$ cat src/rtl/core_pkg.sv
// Shared definitions for the core pipeline: ALU command codes and field widths.
package core_pkg;

  // Fixed instruction-field widths carried through the pipeline.
  localparam int SHIFT_OP_W = 12;
  localparam int IMM24_W    = 24;
  localparam int EXE_CMD_W  = 4;

  // ALU command encodings. Several opcodes share an encoding because the ALU
  // performs the same operation and only the write-back/flag control differs.
  localparam logic [EXE_CMD_W-1:0] EXE_MOV     = 4'b0001;
  localparam logic [EXE_CMD_W-1:0] EXE_MVN     = 4'b1001;
  localparam logic [EXE_CMD_W-1:0] EXE_ADD     = 4'b0010;
  localparam logic [EXE_CMD_W-1:0] EXE_ADC     = 4'b0011;
  localparam logic [EXE_CMD_W-1:0] EXE_SUB     = 4'b0100;
  localparam logic [EXE_CMD_W-1:0] EXE_SBC     = 4'b0101;
  localparam logic [EXE_CMD_W-1:0] EXE_AND     = 4'b0110;
  localparam logic [EXE_CMD_W-1:0] EXE_ORR     = 4'b0111;
  localparam logic [EXE_CMD_W-1:0] EXE_EOR     = 4'b1000;
  localparam logic [EXE_CMD_W-1:0] EXE_CMP     = 4'b0100;
  localparam logic [EXE_CMD_W-1:0] EXE_TST     = 4'b0110;
  localparam logic [EXE_CMD_W-1:0] EXE_LDR_STR = 4'b0010;

endpackage

$ cat src/rtl/id_exe_stage_reg_if.sv
// Decode-to-execute bus: decoded fields in (from ID) and registered copies out (to EXE).
interface id_exe_stage_reg_if #(
  parameter int ADDR_W    = 32,
  parameter int REG_IDX_W = 4
);
  import core_pkg::*;

  // Decoded instruction from the ID stage.
  logic [ADDR_W-1:0]     pc_in;
  logic [ADDR_W-1:0]     val_rn_in;
  logic [ADDR_W-1:0]     val_rm_in;
  logic                  imm_in;
  logic [SHIFT_OP_W-1:0] shift_operand_in;
  logic [IMM24_W-1:0]    signed_imm_24_in;
  logic [REG_IDX_W-1:0]  dest_in;
  logic [REG_IDX_W-1:0]  src1_in;
  logic [REG_IDX_W-1:0]  src2_in;
  logic [EXE_CMD_W-1:0]  exe_cmd_in;
  logic                  mem_r_en_in;
  logic                  mem_w_en_in;
  logic                  wb_en_in;
  logic                  b_in;
  logic                  s_in;
  logic                  carry_in;

  // Registered slot presented to the EXE stage.
  logic [ADDR_W-1:0]     pc;
  logic [ADDR_W-1:0]     val_rn;
  logic [ADDR_W-1:0]     val_rm;
  logic                  imm;
  logic [SHIFT_OP_W-1:0] shift_operand;
  logic [IMM24_W-1:0]    signed_imm_24;
  logic [REG_IDX_W-1:0]  dest;
  logic [REG_IDX_W-1:0]  src1;
  logic [REG_IDX_W-1:0]  src2;
  logic [EXE_CMD_W-1:0]  exe_cmd;
  logic                  mem_r_en;
  logic                  mem_w_en;
  logic                  wb_en;
  logic                  b;
  logic                  s;
  logic                  carry;
  logic                  valid;

  // Decode side: drives the decoded fields, observes the registered slot.
  modport master (
    output pc_in, val_rn_in, val_rm_in, imm_in, shift_operand_in, signed_imm_24_in,
           dest_in, src1_in, src2_in, exe_cmd_in, mem_r_en_in, mem_w_en_in,
           wb_en_in, b_in, s_in, carry_in,
    input  pc, val_rn, val_rm, imm, shift_operand, signed_imm_24, dest, src1, src2,
           exe_cmd, mem_r_en, mem_w_en, wb_en, b, s, carry, valid
  );

  // Pipeline register side.
  modport slave (
    input  pc_in, val_rn_in, val_rm_in, imm_in, shift_operand_in, signed_imm_24_in,
           dest_in, src1_in, src2_in, exe_cmd_in, mem_r_en_in, mem_w_en_in,
           wb_en_in, b_in, s_in, carry_in,
    output pc, val_rn, val_rm, imm, shift_operand, signed_imm_24, dest, src1, src2,
           exe_cmd, mem_r_en, mem_w_en, wb_en, b, s, carry, valid
  );

endinterface

$ cat src/rtl/pipe_field_reg.sv
// Generic pipeline field register: synchronous clear has priority over load enable.
module pipe_field_reg #(
  parameter int W = 1
) (
  input  logic         clk,
  input  logic         rst,
  input  logic         en,
  input  logic         clr,
  input  logic [W-1:0] d,
  output logic [W-1:0] q
);

  logic [W-1:0] r_q;

  // Capture d when enabled; reset and clear both force a zero bubble.
  always_ff @(posedge clk) begin
    // NOTE: non-blocking so every pipeline register samples pre-edge values,
    // independent of the order in which always blocks are evaluated.
    if (rst || clr) begin
      r_q <= '0;
    end else if (en) begin
      r_q <= d;
    end
  end

  assign q = r_q;

endmodule

$ cat src/rtl/id_exe_stage_reg.sv
// ID/EXE pipeline register with hazard freeze, branch flush and a debug bubble counter.
module id_exe_stage_reg
  import core_pkg::*;
#(
  parameter int ADDR_W       = 32,
  parameter int REG_IDX_W    = 4,
  parameter int BUBBLE_CNT_W = 16
) (
  input  logic                    clk,
  input  logic                    rst,
  input  logic                    freeze,
  input  logic                    flush,
  id_exe_stage_reg_if.slave       bus,
  output logic [BUBBLE_CNT_W-1:0] bubble_cnt
);

  // Operand/data group and control group are registered separately so each
  // group maps onto one field register.
  localparam int DATA_W = 3 * ADDR_W + 1 + SHIFT_OP_W + IMM24_W + 3 * REG_IDX_W + 1;
  localparam int CTRL_W = EXE_CMD_W + 6;

  logic [DATA_W-1:0]       w_data_d;
  logic [DATA_W-1:0]       w_data_q;
  logic [CTRL_W-1:0]       w_ctrl_d;
  logic [CTRL_W-1:0]       w_ctrl_q;
  logic                    w_load_en;
  logic [BUBBLE_CNT_W-1:0] r_bubble_cnt;

  // Flush beats freeze inside pipe_field_reg (clr over en).
  assign w_load_en = ~freeze;

  assign w_data_d = {bus.pc_in, bus.val_rn_in, bus.val_rm_in, bus.imm_in,
                     bus.shift_operand_in, bus.signed_imm_24_in, bus.dest_in,
                     bus.src1_in, bus.src2_in, bus.carry_in};

  // A loaded slot is always a real instruction, hence the constant valid bit.
  assign w_ctrl_d = {bus.exe_cmd_in, bus.mem_r_en_in, bus.mem_w_en_in,
                     bus.wb_en_in, bus.b_in, bus.s_in, 1'b1};

  pipe_field_reg #(.W(DATA_W)) u_data_reg (
    .clk (clk),
    .rst (rst),
    .en  (w_load_en),
    .clr (flush),
    .d   (w_data_d),
    .q   (w_data_q)
  );

  pipe_field_reg #(.W(CTRL_W)) u_ctrl_reg (
    .clk (clk),
    .rst (rst),
    .en  (w_load_en),
    .clr (flush),
    .d   (w_ctrl_d),
    .q   (w_ctrl_q)
  );

  assign {bus.pc, bus.val_rn, bus.val_rm, bus.imm, bus.shift_operand,
          bus.signed_imm_24, bus.dest, bus.src1, bus.src2, bus.carry} = w_data_q;

  assign {bus.exe_cmd, bus.mem_r_en, bus.mem_w_en, bus.wb_en, bus.b, bus.s,
          bus.valid} = w_ctrl_q;

  // Count inserted bubbles; stick at all-ones instead of wrapping.
  always_ff @(posedge clk) begin
    if (rst) begin
      r_bubble_cnt <= '0;
    end else if (flush && (r_bubble_cnt != '1)) begin
      r_bubble_cnt <= r_bubble_cnt + BUBBLE_CNT_W'(1);
    end
  end

  assign bubble_cnt = r_bubble_cnt;

endmodule

$ cat src/flat_wrapper.sv
// flat-port wrapper written by rule: the top's interface ports become plain ports
module id_exe_stage_reg_flat import core_pkg::*;
#(
  parameter int ADDR_W       = 32,
  parameter int REG_IDX_W    = 4,
  parameter int BUBBLE_CNT_W = 16
)
  (clk, rst, freeze, flush, bubble_cnt, bus_pc_in, bus_val_rn_in, bus_val_rm_in, bus_imm_in, bus_shift_operand_in, bus_signed_imm_24_in, bus_dest_in, bus_src1_in, bus_src2_in, bus_exe_cmd_in, bus_mem_r_en_in, bus_mem_w_en_in, bus_wb_en_in, bus_b_in, bus_s_in, bus_carry_in, bus_pc, bus_val_rn, bus_val_rm, bus_imm, bus_shift_operand, bus_signed_imm_24, bus_dest, bus_src1, bus_src2, bus_exe_cmd, bus_mem_r_en, bus_mem_w_en, bus_wb_en, bus_b, bus_s, bus_carry, bus_valid);
  id_exe_stage_reg_if #(.ADDR_W(ADDR_W), .REG_IDX_W(REG_IDX_W)) bus_i ();
  input  logic clk;
  input  logic rst;
  input  logic freeze;
  input  logic flush;
  output logic [BUBBLE_CNT_W-1:0] bubble_cnt;
  input wire logic [$bits(bus_i.pc_in)-1:0] bus_pc_in;
  input wire logic [$bits(bus_i.val_rn_in)-1:0] bus_val_rn_in;
  input wire logic [$bits(bus_i.val_rm_in)-1:0] bus_val_rm_in;
  input wire logic [$bits(bus_i.imm_in)-1:0] bus_imm_in;
  input wire logic [$bits(bus_i.shift_operand_in)-1:0] bus_shift_operand_in;
  input wire logic [$bits(bus_i.signed_imm_24_in)-1:0] bus_signed_imm_24_in;
  input wire logic [$bits(bus_i.dest_in)-1:0] bus_dest_in;
  input wire logic [$bits(bus_i.src1_in)-1:0] bus_src1_in;
  input wire logic [$bits(bus_i.src2_in)-1:0] bus_src2_in;
  input wire logic [$bits(bus_i.exe_cmd_in)-1:0] bus_exe_cmd_in;
  input wire logic [$bits(bus_i.mem_r_en_in)-1:0] bus_mem_r_en_in;
  input wire logic [$bits(bus_i.mem_w_en_in)-1:0] bus_mem_w_en_in;
  input wire logic [$bits(bus_i.wb_en_in)-1:0] bus_wb_en_in;
  input wire logic [$bits(bus_i.b_in)-1:0] bus_b_in;
  input wire logic [$bits(bus_i.s_in)-1:0] bus_s_in;
  input wire logic [$bits(bus_i.carry_in)-1:0] bus_carry_in;
  output wire logic [$bits(bus_i.pc)-1:0] bus_pc;
  output wire logic [$bits(bus_i.val_rn)-1:0] bus_val_rn;
  output wire logic [$bits(bus_i.val_rm)-1:0] bus_val_rm;
  output wire logic [$bits(bus_i.imm)-1:0] bus_imm;
  output wire logic [$bits(bus_i.shift_operand)-1:0] bus_shift_operand;
  output wire logic [$bits(bus_i.signed_imm_24)-1:0] bus_signed_imm_24;
  output wire logic [$bits(bus_i.dest)-1:0] bus_dest;
  output wire logic [$bits(bus_i.src1)-1:0] bus_src1;
  output wire logic [$bits(bus_i.src2)-1:0] bus_src2;
  output wire logic [$bits(bus_i.exe_cmd)-1:0] bus_exe_cmd;
  output wire logic [$bits(bus_i.mem_r_en)-1:0] bus_mem_r_en;
  output wire logic [$bits(bus_i.mem_w_en)-1:0] bus_mem_w_en;
  output wire logic [$bits(bus_i.wb_en)-1:0] bus_wb_en;
  output wire logic [$bits(bus_i.b)-1:0] bus_b;
  output wire logic [$bits(bus_i.s)-1:0] bus_s;
  output wire logic [$bits(bus_i.carry)-1:0] bus_carry;
  output wire logic [$bits(bus_i.valid)-1:0] bus_valid;
  assign bus_i.pc_in = bus_pc_in;
  assign bus_i.val_rn_in = bus_val_rn_in;
  assign bus_i.val_rm_in = bus_val_rm_in;
  assign bus_i.imm_in = bus_imm_in;
  assign bus_i.shift_operand_in = bus_shift_operand_in;
  assign bus_i.signed_imm_24_in = bus_signed_imm_24_in;
  assign bus_i.dest_in = bus_dest_in;
  assign bus_i.src1_in = bus_src1_in;
  assign bus_i.src2_in = bus_src2_in;
  assign bus_i.exe_cmd_in = bus_exe_cmd_in;
  assign bus_i.mem_r_en_in = bus_mem_r_en_in;
  assign bus_i.mem_w_en_in = bus_mem_w_en_in;
  assign bus_i.wb_en_in = bus_wb_en_in;
  assign bus_i.b_in = bus_b_in;
  assign bus_i.s_in = bus_s_in;
  assign bus_i.carry_in = bus_carry_in;
  assign bus_pc = bus_i.pc;
  assign bus_val_rn = bus_i.val_rn;
  assign bus_val_rm = bus_i.val_rm;
  assign bus_imm = bus_i.imm;
  assign bus_shift_operand = bus_i.shift_operand;
  assign bus_signed_imm_24 = bus_i.signed_imm_24;
  assign bus_dest = bus_i.dest;
  assign bus_src1 = bus_i.src1;
  assign bus_src2 = bus_i.src2;
  assign bus_exe_cmd = bus_i.exe_cmd;
  assign bus_mem_r_en = bus_i.mem_r_en;
  assign bus_mem_w_en = bus_i.mem_w_en;
  assign bus_wb_en = bus_i.wb_en;
  assign bus_b = bus_i.b;
  assign bus_s = bus_i.s;
  assign bus_carry = bus_i.carry;
  assign bus_valid = bus_i.valid;
  id_exe_stage_reg #(.ADDR_W(ADDR_W), .REG_IDX_W(REG_IDX_W), .BUBBLE_CNT_W(BUBBLE_CNT_W)) u_core (.clk(clk), .rst(rst), .freeze(freeze), .flush(flush), .bus(bus_i), .bubble_cnt(bubble_cnt));
endmodule
$ cat config.mk
export PLATFORM = sky130hd
export DESIGN_NAME = id_exe_stage_reg_flat
export DESIGN_NICKNAME = d
export VERILOG_FILES = /design/src/rtl/core_pkg.sv /design/src/rtl/id_exe_stage_reg_if.sv /design/src/rtl/pipe_field_reg.sv /design/src/rtl/id_exe_stage_reg.sv /design/src/flat_wrapper.sv
export SDC_FILE = /design/constraint.sdc
export NUM_CORES = 1
export LEC_CHECK = 0
export CAP_MARGIN = 25
export CORE_MARGIN = 3
export CORE_UTILIZATION = 42
export CTS_CLUSTER_SIZE = 24
export DETAILED_ROUTE_END_ITERATION = 8
export MAX_ROUTING_LAYER = met4
export PLACE_DENSITY = 0.85
export SYNTH_ARGS = -nofsm -noshare
export SYNTH_HDL_FRONTEND = slang
export SYNTH_SLANG_ARGS = --single-unit
$ cat constraint.sdc
create_clock -name clk -period 2.5 [get_ports clk]
set_input_delay 0.5 -clock clk [delete_from_list [all_inputs] [get_ports clk]]
set_output_delay 0.5 -clock clk [all_outputs]
set_load 0.005 [all_outputs]
=== Word level (Yosys, flattened, before mapping) ===
Index checks and enable logic that the tools add are counted.

* Add/subtract/negate cells: 1
* Equal/unequal tests: 1
* Reduce and logical (&&, ||, !) cells: 2

{| class="wikitable"
|+ Operators with widths
! kind !! count
|-
| 16-bit by 1-bit adder with 16-bit output, second input constant || 1
|-
| 16-bit != test, second input constant || 1
|-
| 1-bit logical AND || 1
|-
| 1-bit logical OR || 1
|}

* Register bits after elaboration: 172
* Input port bits: 159
* Output and inout port bits: 172
* Word-level logic and storage cells: 7

=== Longest topological paths before layout ===
Gate-level depths: netlist of run 1.

* Depth after elaboration: 2
* Gate-level depth with buffers: 6

=== Hierarchy ===
A second synthesis of run 1 with hierarchy kept.

* Cell total of the unflattened synthesis: 600
* Area, all modules: 6526.3 um^2

{| class="wikitable"
|+ Modules (own cells, without submodules)
! module !! instances !! cells an instance !! area an instance (um^2) !! sequential area each (um^2)
|-
| pipe_field_reg (u_core.u_data_reg) || 1 || 471 || 5330.1 || 2922.8
|-
| id_exe_stage_reg || 1 || 96 || 833.3 || 320.3
|-
| pipe_field_reg (u_core.u_ctrl_reg) || 1 || 33 || 362.8 || 200.2
|}

=== Worst setup path before layout of run 1 ===
No wires, ideal clock.

* Path type: in2reg
* Start: input freeze
* End: register u_core.u_data_reg.r_q[104], in the netlist u_core.u_data_reg.q[104]
* Library setup time: 128 ps
* Arrival: 1601 ps
* Path slack: 772 ps
* Stages on the path: 5
* Buffers on the path: 3
* Path through: clkbuf_1 -> clkbuf_1 -> buf_1 -> mux2i_1 -> nor2_1

{| class="wikitable"
|+ RTL lines
! element !! line !! text
|-
| start: declaration || flat_wrapper.sv:12 || <nowiki>input logic freeze;</nowiki>
|-
| end signal: assignment || pipe_field_reg.sv:20 || <nowiki>r_q <= '0;</nowiki>
|-
| end signal: assignment || pipe_field_reg.sv:22 || <nowiki>r_q <= d;</nowiki>
|-
| end: declaration || pipe_field_reg.sv:13 || <nowiki>logic [W-1:0] r_q;</nowiki>
|}

=== Worst setup path after layout of run 1 ===
* Start: register u_core.r_bubble_cnt[4], in the netlist u_core.bubble_cnt[4]
* End: output bubble_cnt[4]

{| class="wikitable"
|+ RTL lines
! element !! line !! text
|-
| start: declaration || id_exe_stage_reg.sv:27 || <nowiki>logic [BUBBLE_CNT_W-1:0] r_bubble_cnt;</nowiki>
|-
| start signal: assignment || id_exe_stage_reg.sv:69 || <nowiki>r_bubble_cnt <= r_bubble_cnt + BUBBLE_CNT_W'(1);</nowiki>
|-
| end: declaration || flat_wrapper.sv:14 || <nowiki>output logic [BUBBLE_CNT_W-1:0] bubble_cnt;</nowiki>
|}

No word-level cell between the ends.

==> metrics.yaml, run 1 <==
postCtsHoldBufs: 0
holdWs_ns: 0.4665
area_growth_pct: 66.10
max_stage_delay_ns: 0.59
setup_tns_ns: 0
ys_types: 28
gp_congestion: 0.8674
max_freq_mhz: 503.0
viasPerCell: 4.899
root_buffer: "clkbuf_16"
fin_nets: 1085
path_cells: "clkdlybuf4s50_1"
min_from: "u_core.u_ctrl_reg.q[0]$_SDFFE_PP0N_"
vias: 5482
rows: 43
hold_class: "flop to flop"
cts.repair.resized: 0
cp_top_family: "buffers and inverters"
grt_setup_unrepaired: "false"
die_w_um: 127.8
fin_util_pct: 72.87
slowest_stage: "clkdlybuf4s50_1"
cap_violations: 0
total_power_mw: 6.148
drt-total-wl_um: 19650
grt_pass1_wl_um: 29750
hold_violations: 0
vdd_ir_drop_max_uv: 483.7
cp-startpoint: "u_core.bubble_cnt[4]$_SDFFE_PP0P_"
min_period_ns: 1.988
grt_usage_pct: 24.18
power_density_nw_per_um2: 594.0
drc: 0
finalCritPeriodShare_pct: 79.52
startpoint_type: "flop"
slew_headroom_pct: 50.85
portBuffers: 330
fin_skew_ns: 0.003955
regArea_sq_um: 3443
grt_pass1_vias: 5611
dieArea_sq_um: 16330
setup_viol: 0
drt-initial-drc-count: 233
pre_cts_ws_ns: 0.2285
syn_area_sq_um: 6231
cts.sinks: 172
end_kind: "output pin"
leakagePower_nw: 4.193
syn_avg_cell_area_sq_um: 10.33
syn_nets: 763
coreArea_sq_um: 14200
cp.required_ns: 2.00
drive_above_1_share_pct: 5.224
path_buf_inv: 1
worst-setup-path-type: "flop to output pin"
cts_tree: "done"
post_cts_buffers: 0
worstReg2RegStart: "u_core.bubble_cnt[0]$_SDFFE_PP0P_"
grt_overflow: 0
grt_max_degree: 42
clockBufferDepth: 2
nFillCells: 1030
initial_utilization_pct: 43.87
yosysSeqAreaShare_pct: 55.26
ant_nets: 0
h-tree-depth: 4
antenna_found_initial: 1
drv_slew: 0
die_y_um: 127.8
multi_input_area_sq_um: 2624
numCtsBuffers: 17
firstDrtPassIters: 4
wl_per_cell_um: 17.56
critPathArrivalTime_ns: 1.49
io_pins: 331
hpwl_um: 14700
layout_setup_ws_ns: 0.5121
ys_ff_latch: 172
crit_path_max_fanout: 10
status: "finished, final reports clean"
clk_pin_slew_worst_paths_ns: 0.06
yosysWarnings: 0
worst_slew_pin_slew_ns: 0.7312
synthCells: 603
clkLatencyLatePin_ns: 0.42
## path summary, 6_finish.rpt
kind                                         endpoint  slack [ns]  depth (start not counted)
setup reg to reg    u_core.bubble_cnt[6]$_SDFFE_PP0P_        0.60                          5
hold / removal    u_core.u_ctrl_reg.q[0]$_SDFFE_PP0N_        0.47                          2
setup / recovery                        bubble_cnt[4]        0.51                          1
hold reg to reg   u_core.u_ctrl_reg.q[0]$_SDFFE_PP0N_        0.47                          2
## metrics by stage
stage                     cells  area [sq um]
after floorplan             603          6231
after global placement     1086          9788
after detailed placement   1086          9788
after CTS                  1118         10350
after global routing       1119         10350
final                      1119         10350
## per-layer routing
metal | wire [um] | global-route usage (%) | vias to the layer above
met5 | 0 | - | -
met4 | 844 | 11.36 | 0
met3 | 1842 | 9.958 | 46
met2 | 9446 | 38.97 | 249
met1 | 7514 | 25.92 | 2496
li1 | - | - | 2691
## synthesized netlist by cell type, drive strengths merged
cell	instances	area, sq um
buf	19	80.07
mux2i	156	1562
a31oi	2	12.51
nor2b	2	12.51
ha	1	12.51
nand2b	2	12.51
nor3	6	30.03
clkbuf	20	75.07
and4b	1	10.01
or3	6	42.54
or4	4	30.03
o21ai	4	20.02
o31ai	4	30.03
mux2	1	11.26
nand2	6	22.52
o41ai	1	8.760
a21oi	12	60.06
nor2	161	604.3
nor4	2	25.02
dfxtp	172	3443
and4	3	26.28
inv	3	11.26
nand3	6	30.03
or2	2	12.51
nand4	6	37.54
a41oi	1	8.760
## final cells by class
cell class                      instances  share of cell area, %
Tap cell                              180                  2.176
Multi-Input combinational cell        389                  25.35
Clock buffer                           18                  4.243
Timing Repair Buffer                  342                  33.67
Clock inverter                         14                  1.161
Antenna cell                            1                0.02418
Sequential cell                       172                  33.27
Inverter                                3                 0.1088
## state kept, by name, indices dropped and copies added (netlist names)
signal / flops
u_core.u_data_reg.q: 146
u_core.bubble_cnt: 16
u_core.u_ctrl_reg.q: 10
## layout by cell type (no fill, tap or decap), types with 2 or more instances in the layout
| master | count |
|---|---|
| o31ai_1 | 4 |
| a31oi_1 | 2 |
| a21oi_1 | 12 |
| nand4_1 | 6 |
| nor2_1 | 161 |
| buf_4 | 5 |
| clkinvlp_4 | 4 |
| inv_1 | 3 |
| nand2_1 | 6 |
| buf_12 | 7 |
| nand3_1 | 6 |
| clkinv_2 | 5 |
| clkbuf_8 | 2 |
| mux2i_1 | 156 |
| o21ai_0 | 4 |
| inv_6 | 3 |
| nor3_1 | 6 |
| nand2b_1 | 2 |
| dfxtp_1 | 172 |
| or4_1 | 4 |
| and4_1 | 3 |
| nor2b_1 | 2 |
| nor4_2 | 2 |
| or3_1 | 5 |
| clkdlybuf4s50_1 | 329 |
| clkbuf_16 | 17 |
## power breakdown
group	total [mW]	internal (mW)	switching [mW]
Sequential	2.87	2.83	0.0481
Combinational	0.774	0.504	0.270
Clock	2.50	1.40	1.10
Total	6.15	4.73	1.42
## kinds of logic (layout without fill, tap and decap cells)
kind of cell / count (synthesis) / after routing / share of synthesized area, %
compound gates: 24 / 24 / 2.249
fa+ha+maj: 1 / 1 / 0.2008
buf+inv: 42 / 377 / 2.671
flops: 172 / 172 / 55.26
mux: 157 / 157 / 25.24
other cells: 0 / 1 / 0
simple gates: 207 / 207 / 14.38
No activity file was read; power rests on OpenSTA's default activity.
==> run 2: changes to the inputs <==
--- a/config.mk
+++ b/config.mk
@@ -7,11 +7,11 @@
 export LEC_CHECK = 0
 export CAP_MARGIN = 25
 export CORE_MARGIN = 3
-export CORE_UTILIZATION = 42
+export CORE_UTILIZATION = 35
 export CTS_CLUSTER_SIZE = 24
 export DETAILED_ROUTE_END_ITERATION = 8
 export MAX_ROUTING_LAYER = met4
-export PLACE_DENSITY = 0.85
+export PLACE_DENSITY = 0.76
 export SYNTH_ARGS = -nofsm -noshare
 export SYNTH_HDL_FRONTEND = slang
 export SYNTH_SLANG_ARGS = --single-unit
==> constraint.sdc (replaced) <==
create_clock -name clk -period 1.7 [get_ports clk]
set_input_delay 0.34 -clock clk [delete_from_list [all_inputs] [get_ports clk]]
set_output_delay 0.34 -clock clk [all_outputs]
set_load 0.005 [all_outputs]
==> run 2 against run 1 <==
Final area rose by 4.8%. Count of clock-buffer cells in the layout did not move. Worst hold slack lost 0.018 ns. Largest cell class unchanged. First-iteration DRC count is 7.3% higher. Worst setup slack worse by 0.46 ns. Core utilization down 10 points.
==> metrics.yaml, run 2 (same netlist as run 1, synthesis figures left out) <==
clk_pin_slew_worst_paths_ns: 0.06
grt_pass1_wl_um: 29770
holdWs_ns: 0.4486
firstDrtPassIters: 4
postCtsHoldBufs: 0
worst-setup-path-type: "flop to flop"
numCtsBuffers: 17
cts.sinks: 172
crit_path_frequent_cell: "buf_4"
finalCritPeriodShare_pct: 97.05
status: "finished, final reports clean"
drt-total-wl_um: 19000
largest_reg_flops: 146
vdd_ir_drop_max_uv: 682.7
clkLatencyLatePin_ns: 0.42
cap_violations: 0
io_pins: 331
slowest_stage: "or4_4"
multi_input_area_sq_um: 2668
regArea_sq_um: 3462
die_y_um: 139.4
h-tree-depth: 4
rows: 48
drive_above_1_share_pct: 10.00
clockBufferDepth: 2
max_freq_mhz: 606.1
max_stage_delay_ns: 0.49
grt_usage_pct: 19.58
power_density_nw_per_um2: 884.1
root_buffer: "clkbuf_16"
cp_top_family: "simple AND/OR/NAND/NOR gates"
total_power_mw: 9.588
nFillCells: 1447
startpoint_type: "flop"
final_cell_mix: "312 x clkdlybuf4s50_1, 161 x nor2_1, 161 x dfxtp_1"
fin_nets: 1117
fin_skew_ns: 0.01018
grt_max_degree: 34
coreArea_sq_um: 17360
crit_path_max_fanout: 3
hpwl_um: 14260
initial_utilization_pct: 35.90
antenna_cells: 0
hold_violations: 0
drt-initial-drc-count: 250
slew_headroom_pct: 74.92
wl_per_cell_um: 15.90
cts_tree: "done"
dpl_cell_area_sq_um: 10130
portBuffers: 330
drv_slew: 0
drc: 0
die_w_um: 139.4
viasPerCell: 4.659
vias: 5568
antenna_found_initial: 0
cp.required_ns: 2.05
grt_overflow: 0
critPathArrivalTime_ns: 2.00
path_cells: "buf_4, buf_4, nand3_2, or3_4, or4_4, a21oi_2"
ant_nets: 0
setup_viol: 0
fin_util_pct: 62.49
leakagePower_nw: 4.560
final_area_sq_um: 10850
path_buf_inv: 2
min_period_ns: 1.650
dieArea_sq_um: 19440
gp_congestion: 0.8597
hold_class: "flop to flop"
worst_slew_pin_slew_ns: 0.3762
final_common_cell: "clkdlybuf4s50_1"
area_growth_pct: 74.06
grt_pass1_vias: 5746
end_kind: "flop"
## run 2: final timing paths
check                                        endpoint  depth (start not counted)  slack [ns]                                 from
setup / recovery    u_core.bubble_cnt[9]$_SDFFE_PP0P_                          6        0.05    u_core.bubble_cnt[1]$_SDFFE_PP0P_
hold / removal    u_core.u_ctrl_reg.q[0]$_SDFFE_PP0N_                          2        0.45  u_core.u_ctrl_reg.q[0]$_SDFFE_PP0N_
setup reg to reg    u_core.bubble_cnt[9]$_SDFFE_PP0P_                          6        0.05    u_core.bubble_cnt[1]$_SDFFE_PP0P_
hold reg to reg   u_core.u_ctrl_reg.q[0]$_SDFFE_PP0N_                          2        0.45  u_core.u_ctrl_reg.q[0]$_SDFFE_PP0N_
## run 2: through the flow
stage | worst slack, ns | instances | setup TNS, ns
2_1_floorplan | 0.005661 | 603 | 0
3_3_place_gp | -0.2480 | 1158 | -1.513
3_5_place_dp | -0.2807 | 1158 | -2.210
4_1_cts | 0.0007135 | 1193 | 0
5_1_grt | -0.01498 | 1195 | -0.01594
6_report | 0.05012 | 1195 | 0
## run 2: power by group
part	total, mW	internal, mW	switching [mW]
Combinational	1.18	0.779	0.405
Sequential	4.22	4.15	0.0675
Clock	4.18	2.49	1.69
Total	9.59	7.43	2.16
## run 2: layout make-up
| cell class | count | share of cell area, % |
|---|---|---|
| repair buffers | 374 | 34.94 |
| flip-flops and latches | 172 | 31.92 |
| multi-input cells | 389 | 24.60 |
| clock buffers | 18 | 3.957 |
| well taps | 225 | 2.596 |
| clock inverters | 14 | 1.880 |
| inverters | 3 | 0.1038 |
## run 2: repair_timing
action	CTS	global route
gates resized for setup	23	13
pin swaps	0	6
buffers inserted	3	2
endpoints found under the setup margin	16	12
## run 2: tightest hold or removal path, delay by kind of cell (launching register included)
kind / cells / cell delay [ns]
compound gates: 1 / 0.05
flops: 1 / 0.31
buf+inv: 1 / 0.05
## run 2: routing by layer
layer	part of all wire [%]	GRT usage, %	vias to the layer above
met3	7.2	4.983	34
li1	-	-	2770
met1	41	22.31	2534
met2	49	33.05	230
met5	0	-	-
met4	3.0	7.621	0
